<file path="src/rtl/button_event_ctrl.sv">
// Debounces N push-buttons on a shared sampling tick and turns their stable
// levels into PRESS / LONG / REPEAT / RELEASE events on one round-robin event port.
module button_event_ctrl #(
    parameter int N_BUTTONS      = 4,
    parameter int CLK_FREQ       = 50_000_000,
    parameter int SAMPLE_MS      = 1,
    parameter int STABLE_SAMPLES = 4,
    parameter int LONG_MS        = 1000,
    parameter int REPEAT_MS      = 200,
    parameter bit BTN_ACTIVE_LOW = 1'b0,
    localparam int IDW = (N_BUTTONS > 1) ? $clog2(N_BUTTONS) : 1
) (
    input  logic                   clk,
    input  logic                   rst_a_p,
    input  logic [N_BUTTONS-1:0]   btn_raw,
    output logic [N_BUTTONS-1:0]   btn_level,
    output logic                   evt_valid,
    input  logic                   evt_ready,
    output logic [IDW-1:0]         evt_id,
    output logic [1:0]             evt_type,
    output logic                   overrun,
    output logic [2*N_BUTTONS-1:0] dbg_state
);

    localparam int TICK_DIV = CLK_FREQ / 1000 * SAMPLE_MS;
    localparam int TW       = (TICK_DIV > 1) ? $clog2(TICK_DIV) : 1;
    localparam int LONG_T   = LONG_MS / SAMPLE_MS;
    localparam int REP_T    = REPEAT_MS / SAMPLE_MS;
    localparam int SW       = $clog2(STABLE_SAMPLES + 1);
    localparam int HW       = (LONG_T > 0) ? $clog2(LONG_T + 1) : 1;
    localparam int RW       = (REP_T > 0) ? $clog2(REP_T + 1) : 1;
    localparam int AW       = IDW + 1;

    typedef enum logic [1:0] {
        ST_UP   = 2'd0,
        ST_DOWN = 2'd1,
        ST_HELD = 2'd2
    } state_t;

    logic [TW-1:0]        tick_cnt;
    logic                 tick;
    logic [N_BUTTONS-1:0] sync1, sync2, s;
    logic [SW-1:0]        scnt [N_BUTTONS];
    logic [N_BUTTONS-1:0] flip, rise, fall;
    state_t               state_q [N_BUTTONS];
    state_t               state_d [N_BUTTONS];
    logic [HW-1:0]        hcnt [N_BUTTONS];
    logic [RW-1:0]        rcnt [N_BUTTONS];
    logic [N_BUTTONS-1:0] long_hit, rep_hit;
    logic [3:0]           raise [N_BUTTONS];
    logic [3:0]           pend  [N_BUTTONS];
    logic [3:0]           clr   [N_BUTTONS];
    logic                 lost;
    logic [IDW-1:0]       rr_ptr;
    logic                 grant_any;
    logic [IDW-1:0]       grant_id;
    logic [1:0]           grant_type;
    logic [AW-1:0]        arb_sum;
    logic [IDW-1:0]       arb_idx;
    logic                 load;

    assign tick = (tick_cnt == TW'(TICK_DIV - 1));

    always_ff @(posedge clk) begin
        if (rst_a_p || tick) tick_cnt <= '0;
        else                 tick_cnt <= tick_cnt + 1'b1;
    end

    // Synchronizer is left out of reset so a button held through reset is seen at once.
    always_ff @(posedge clk) begin
        sync1 <= btn_raw;
        sync2 <= sync1;
    end

    assign s = sync2 ^ {N_BUTTONS{BTN_ACTIVE_LOW}};

    always_comb begin
        for (int i = 0; i < N_BUTTONS; i++)
            flip[i] = tick && (s[i] != btn_level[i]) && (scnt[i] == SW'(STABLE_SAMPLES - 1));
    end

    assign rise = flip & ~btn_level;
    assign fall = flip & btn_level;

    always_ff @(posedge clk) begin
        if (rst_a_p) begin
            btn_level <= '0;
            for (int i = 0; i < N_BUTTONS; i++) scnt[i] <= '0;
        end else if (tick) begin
            for (int i = 0; i < N_BUTTONS; i++) begin
                if (flip[i]) begin
                    btn_level[i] <= ~btn_level[i];
                    scnt[i]      <= '0;
                end else if (s[i] != btn_level[i]) begin
                    scnt[i] <= scnt[i] + 1'b1;
                end else begin
                    scnt[i] <= '0;
                end
            end
        end
    end

    always_comb begin
        for (int i = 0; i < N_BUTTONS; i++) begin
            long_hit[i] = (int'(hcnt[i]) + 1 == LONG_T);
            rep_hit[i]  = (int'(rcnt[i]) + 1 == REP_T);
        end
    end

    always_ff @(posedge clk) begin
        if (rst_a_p) begin
            for (int i = 0; i < N_BUTTONS; i++) state_q[i] <= ST_UP;
        end else begin
            for (int i = 0; i < N_BUTTONS; i++) state_q[i] <= state_d[i];
        end
    end

    // A release on the same tick as a LONG/REPEAT deadline wins.
    always_comb begin
        for (int i = 0; i < N_BUTTONS; i++) begin
            state_d[i] = state_q[i];
            if (tick) begin
                case (state_q[i])
                    ST_UP:   if (rise[i]) state_d[i] = ST_DOWN;
                    ST_DOWN: begin
                        if (fall[i])          state_d[i] = ST_UP;
                        else if (long_hit[i]) state_d[i] = ST_HELD;
                    end
                    ST_HELD: if (fall[i]) state_d[i] = ST_UP;
                    default: state_d[i] = ST_UP;
                endcase
            end
        end
    end

    always_comb begin
        for (int i = 0; i < N_BUTTONS; i++) begin
            raise[i] = 4'b0000;
            if (tick) begin
                case (state_q[i])
                    ST_UP:   raise[i][0] = rise[i];
                    ST_DOWN: begin
                        if (fall[i])          raise[i][3] = 1'b1;
                        else if (long_hit[i]) raise[i][1] = 1'b1;
                    end
                    ST_HELD: begin
                        if (fall[i])         raise[i][3] = 1'b1;
                        else if (rep_hit[i]) raise[i][2] = 1'b1;
                    end
                    default: raise[i] = 4'b0000;
                endcase
            end
        end
    end

    always_comb begin
        for (int i = 0; i < N_BUTTONS; i++) dbg_state[2*i +: 2] = state_q[i];
    end

    always_ff @(posedge clk) begin
        if (rst_a_p) begin
            for (int i = 0; i < N_BUTTONS; i++) begin
                hcnt[i] <= '0;
                rcnt[i] <= '0;
            end
        end else if (tick) begin
            for (int i = 0; i < N_BUTTONS; i++) begin
                case (state_q[i])
                    ST_DOWN: begin
                        hcnt[i] <= hcnt[i] + 1'b1;
                        rcnt[i] <= '0;
                    end
                    ST_HELD: rcnt[i] <= rep_hit[i] ? '0 : rcnt[i] + 1'b1;
                    default: begin
                        hcnt[i] <= '0;
                        rcnt[i] <= '0;
                    end
                endcase
            end
        end
    end

    always_comb begin
        grant_any  = 1'b0;
        grant_id   = '0;
        grant_type = 2'd0;
        arb_sum    = '0;
        arb_idx    = '0;
        for (int k = 0; k < N_BUTTONS; k++) begin
            arb_sum = {1'b0, rr_ptr} + AW'(k);
            if (arb_sum >= AW'(N_BUTTONS)) arb_sum = arb_sum - AW'(N_BUTTONS);
            arb_idx = arb_sum[IDW-1:0];
            if (!grant_any && (|pend[arb_idx])) begin
                grant_any = 1'b1;
                grant_id  = arb_idx;
                if (pend[arb_idx][0])      grant_type = 2'd0;
                else if (pend[arb_idx][1]) grant_type = 2'd1;
                else if (pend[arb_idx][2]) grant_type = 2'd2;
                else                       grant_type = 2'd3;
            end
        end
    end

    // Event port: a beat transfers on a clk edge with evt_valid && evt_ready; while
    // evt_valid is high and evt_ready low, evt_id/evt_type hold and a new grant waits.
    assign load = grant_any && (!evt_valid || evt_ready);

    always_comb begin
        for (int i = 0; i < N_BUTTONS; i++) clr[i] = 4'b0000;
        if (load) clr[grant_id][grant_type] = 1'b1;
    end

    always_comb begin
        lost = 1'b0;
        for (int i = 0; i < N_BUTTONS; i++) lost = lost | (|(raise[i] & pend[i] & ~clr[i]));
    end

    always_ff @(posedge clk) begin
        if (rst_a_p) begin
            for (int i = 0; i < N_BUTTONS; i++) pend[i] <= 4'b0000;
            overrun <= 1'b0;
        end else begin
            for (int i = 0; i < N_BUTTONS; i++) pend[i] <= (pend[i] & ~clr[i]) | raise[i];
            if (lost) overrun <= 1'b1;
        end
    end

    always_ff @(posedge clk) begin
        if (rst_a_p) begin
            evt_valid <= 1'b0;
            evt_id    <= '0;
            evt_type  <= 2'd0;
            rr_ptr    <= '0;
        end else if (!evt_valid || evt_ready) begin
            evt_valid <= grant_any;
            if (grant_any) begin
                evt_id   <= grant_id;
                evt_type <= grant_type;
                rr_ptr   <= (grant_id == IDW'(N_BUTTONS - 1)) ? '0 : grant_id + 1'b1;
            end
        end
    end

endmodule
</file>
<file path="config.mk">
export PLATFORM = sky130hd
export DESIGN_NAME = button_event_ctrl
export DESIGN_NICKNAME = d
export VERILOG_FILES = /design/src/rtl/button_event_ctrl.sv
export SDC_FILE = /design/constraint.sdc
export NUM_CORES = 1
export LEC_CHECK = 0
export CAP_MARGIN = 25
export CELL_PAD_IN_SITES_DETAIL_PLACEMENT = 0
export CELL_PAD_IN_SITES_GLOBAL_PLACEMENT = 1
export CORE_MARGIN = 3
export CORE_UTILIZATION = 45
export CTS_CLUSTER_SIZE = 10
export DETAILED_ROUTE_END_ITERATION = 10
export PLACE_DENSITY_LB_ADDON = 0.1
export SLEW_MARGIN = 20
export SYNTH_ARGS = -nofsm -noshare
export SYNTH_HDL_FRONTEND = slang
export SYNTH_SLANG_ARGS = --single-unit
</file>
<file path="constraint.sdc">
create_clock -name clk -period 3.7 [get_ports clk]
set_input_delay 0.925 -clock clk [delete_from_list [all_inputs] [get_ports clk]]
set_output_delay 0.925 -clock clk [all_outputs]
set_load 0.1 [all_outputs]
</file>
==> results.md <==
- Outcome: complete, no violations
- Die H: 142 µm
- Deepest clock path buffer count: 2
- Mapped Area: 0.00835 mm²
- Req. time, crit path: 3980 ps
- Crit path DAT: 3770 ps
- Clk_lat worst skew: 430 ps
- Vias/cell: 5.56
- DR WL/cell: 16.3 µm
- Post-synthesis simple-gate area fraction: 24.0%
- Final Wtd Congestion: 0.897
- P per Cell Area: 385 mW/mm²
- DRC Markers: 0
- Layout cells sized above 1: 11.3%
- Synth warn: 0
- Worst r2r src: rr_ptr[0]$_SDFFE_PP0P_
- Dpl ws: 54.2 ps
- Synthesis-stage register bit count: 146
- CTS tree: yes
- Worst min path class: flip-flop to flip-flop
- Clk pin slew, worst setup/hold paths: 60 ps
- Nets@finish: 945
- MaxCap Viol Count: 0
- CTS Buf Count: 17
- Largest area contributor in the netlist: edfxtp_1
- Via count: 6363
- Synth Area in Compound Gates: 9.94%
- Layout fillers: 1621
- CP endpoint kind: flip-flop
- Xor-xnor portion of the synthesized cell area: 7.24%
- Endpoints failing hold: 0
- Ys async rst share: 0%
- Fin crit share: 94.3%
- Area Overhead vs Synth: 14.0%
- Antenna violations before repair: 0
- Reg2Reg Depth: 15
- Leak: 3.31 nW
- Most used flip-flop cell after synthesis: edfxtp_1
- GRT overflow: 0
- Worst Path Max Fanout: 12
- First-pass GRT wire length: 31200 µm
- CTS root buffer: clkbuf_16
- Post-Route WL: 18600 µm
- Min Clock Period, post-route: 3490 ps
- Seq/Total Area, Yosys: 45.1%
- Final ANT Viol Nets: 0
- Worst Hold Depth: 0
- Row count: 49
- Drt first-iter violations: 381
- DPL Wire Length: 13500 µm
- Slew Limit Headroom: 34.1%
- Reg2reg end: overrun$_SDFFE_PP0P_
- Syn nets: 903
- Chip width: 142 µm
- Largest net degree at the start of global routing: 41
- Maximum VDD drop: 329 µV
- Slew @ Worst Pin: 985 ps
- Synth top cells by count: nor2_1, edfxtp_1, dfxtp_1
- Setup Crit Path Kind: flip-flop to flip-flop
- Final setup viols: 0
- Area contributors post-synth: edfxtp_1, dfxtp_1, nor2_1
- CTS sink cnt: 146
- # port buffers: 24
- Synth top area share: 30.2%
- Most common cell in the synthesized netlist: nor2_1
- Core area: 0.0181 mm²
- WHS Endpoint: s[2]$_DFF_P_
- Setup slack, reg-to-reg: 210 ps
- Placed Cells: 1111
- Mux contribution to synthesized area: 5.39%
- Boundary Pins: 25
- Synth unique cells: 67
- Number of synthesized flops with an enable pin: 84
- H-tree depth reported by CTS: 4
- Final Non-Filler Cells: 1144
- TNS Setup: 0 ps
- CTS Hold Bufs: 0
- Critical Path Start Type: flip-flop
- Post-Syn Instances: 860
- Fin. max-slew vios: 0
- Initial core utilization: 46.2%
- Ant. Diodes: 0
- Final core utilization: 52.6%
- Gr usage total: 19.2%
- Largest family of logic cells by synthesized area: simple AND/OR/NAND/NOR gates
- Syn avg cell area: 9.71 µm²
- First-pass DRT Iterations: 7
- Worst clock skew: 11.8 ps
- Final setup margin: 212 ps
- Die footprint: 0.0202 mm²
- Max Fclk: 287 MHz
- Synth Area in Adders: 5.39%
- Number of global-route vias before repair: 6156
- Worst hold start: sync1[2]$_DFF_P_
==> critical path, cell delays in order, from the launching register on <==
cell and delay (ps):
dfxtp_2 350, buf_12 150, mux4_2 540, nor4_4 380, buf_6 180, nand2_1 80, a21oi_1 140, o22ai_1 100
buf_4 160, inv_1 70, ha_1 180, nand2_1 80, or4_4 440, o221ai_1 210, and4b_1 220, a31oi_1 80
==> sequential cells by signal (all words and copies together) (netlist names), named ones only <==
signal and cells:
state_q 8, evt_id 2, evt_valid 1, pend 16, hcnt 40, s 4
sync1 4, btn_level 4, rr_ptr 2, rcnt 32, scnt 12, overrun 1
tick_cnt 16, evt_type 2
==> final cells by class <==
type,count,area [µm²],share of cell area [%]
clock buffers,21,450,4.73
clock inverters,11,114,1.20
inverters,36,135,1.42
multi-input cells,656,4370,45.9
flip-flops and latches,146,3770,39.6
well taps,229,287,3.01
repair buffers,45,392,4.12
==> where the power goes <==
part	total [mW]	internal, mW	switching [mW]
Sequential	1.83	1.77	0.0561
Combinational	0.157	0.0672	0.0896
Clock	1.68	1.00	0.674
==> worst max-delay path by stage <==
stage / from / endpoint / slack [ps]
finish: rr_ptr[0]$_SDFFE_PP0P_ / overrun$_SDFFE_PP0P_ / 210
global route: flip-flop / overrun$_SDFFE_PP0P_ / -50
CTS: rr_ptr[1]$_SDFFE_PP0P_ / overrun$_SDFFE_PP0P_ / 40
detailed placement: rr_ptr[1]$_SDFFE_PP0P_ / overrun$_SDFFE_PP0P_ / 50
global placement: rr_ptr[1]$_SDFFE_PP0P_ / overrun$_SDFFE_PP0P_ / 140
floorplan: rr_ptr[0]$_SDFFE_PP0P_ / overrun$_SDFFE_PP0P_ / 350
==> per-layer routing <==
metal | wire length (µm) | GRT usage, % | share of wire (%) | vias up
li1 | - | - | - | 3206
met1 | 9040 | 27.0 | 49 | 3019
met2 | 8710 | 30.5 | 47 | 120
met3 | 653 | 3.13 | 3.5 | 18
met4 | 223 | 6.11 | 1.2 | 0
met5 | 0 | 0 | 0 | -
==> cells in the final DEF, fill, tap and decap left out, drive strengths merged, types with 3 or more instances in the layout <==
cell	n
buf	34
mux4	16
nor2	159
nand4	23
or4	4
xor2	38
o221ai	3
nand2	58
o21ai	24
or3	7
and3	15
nor4	11
mux2i	9
nor3	10
clkinvlp	3
a21o	4
o31ai	3
clkdlybuf4s50	11
ha	36
nand3	54
a31oi	6
clkbuf	21
and2	8
a21oi	44
edfxtp	84
a211o	4
nor2b	14
dfxtp	62
o21a	3
nand2b	10
inv	36
clkinv	6
nor4b	3
and3b	4
a211oi	6
nand4b	4
xnor2	31
nor3b	6
and4	4
o21ba	3
==> per-stage QoR <==
stage	area [µm²]	power, mW	hold slack, ps
finish	9510	3.66	326
global route	9510	3.79	332
CTS	9470	3.69	329
detailed placement	8910	2.02	314
global placement	8910	2.01	310
floorplan	8350	1.97	310
==> kinds of logic after synthesis <==
kind of cell | count (synthesis)
xor gates and xnor gates | 69
buffers and inverters | 58
muxes | 25
DFF | 146
adders and majority gates | 36
AOI/OAI and AO/OA | 124
and+or+nand+nor | 402
==> timing repair <==
action | CTS | global route
setup buffers | 0 | 1
resized for setup | 0 | 11
endpoints found under the setup margin | 0 | 1
(Power assumes the default switching activity.)
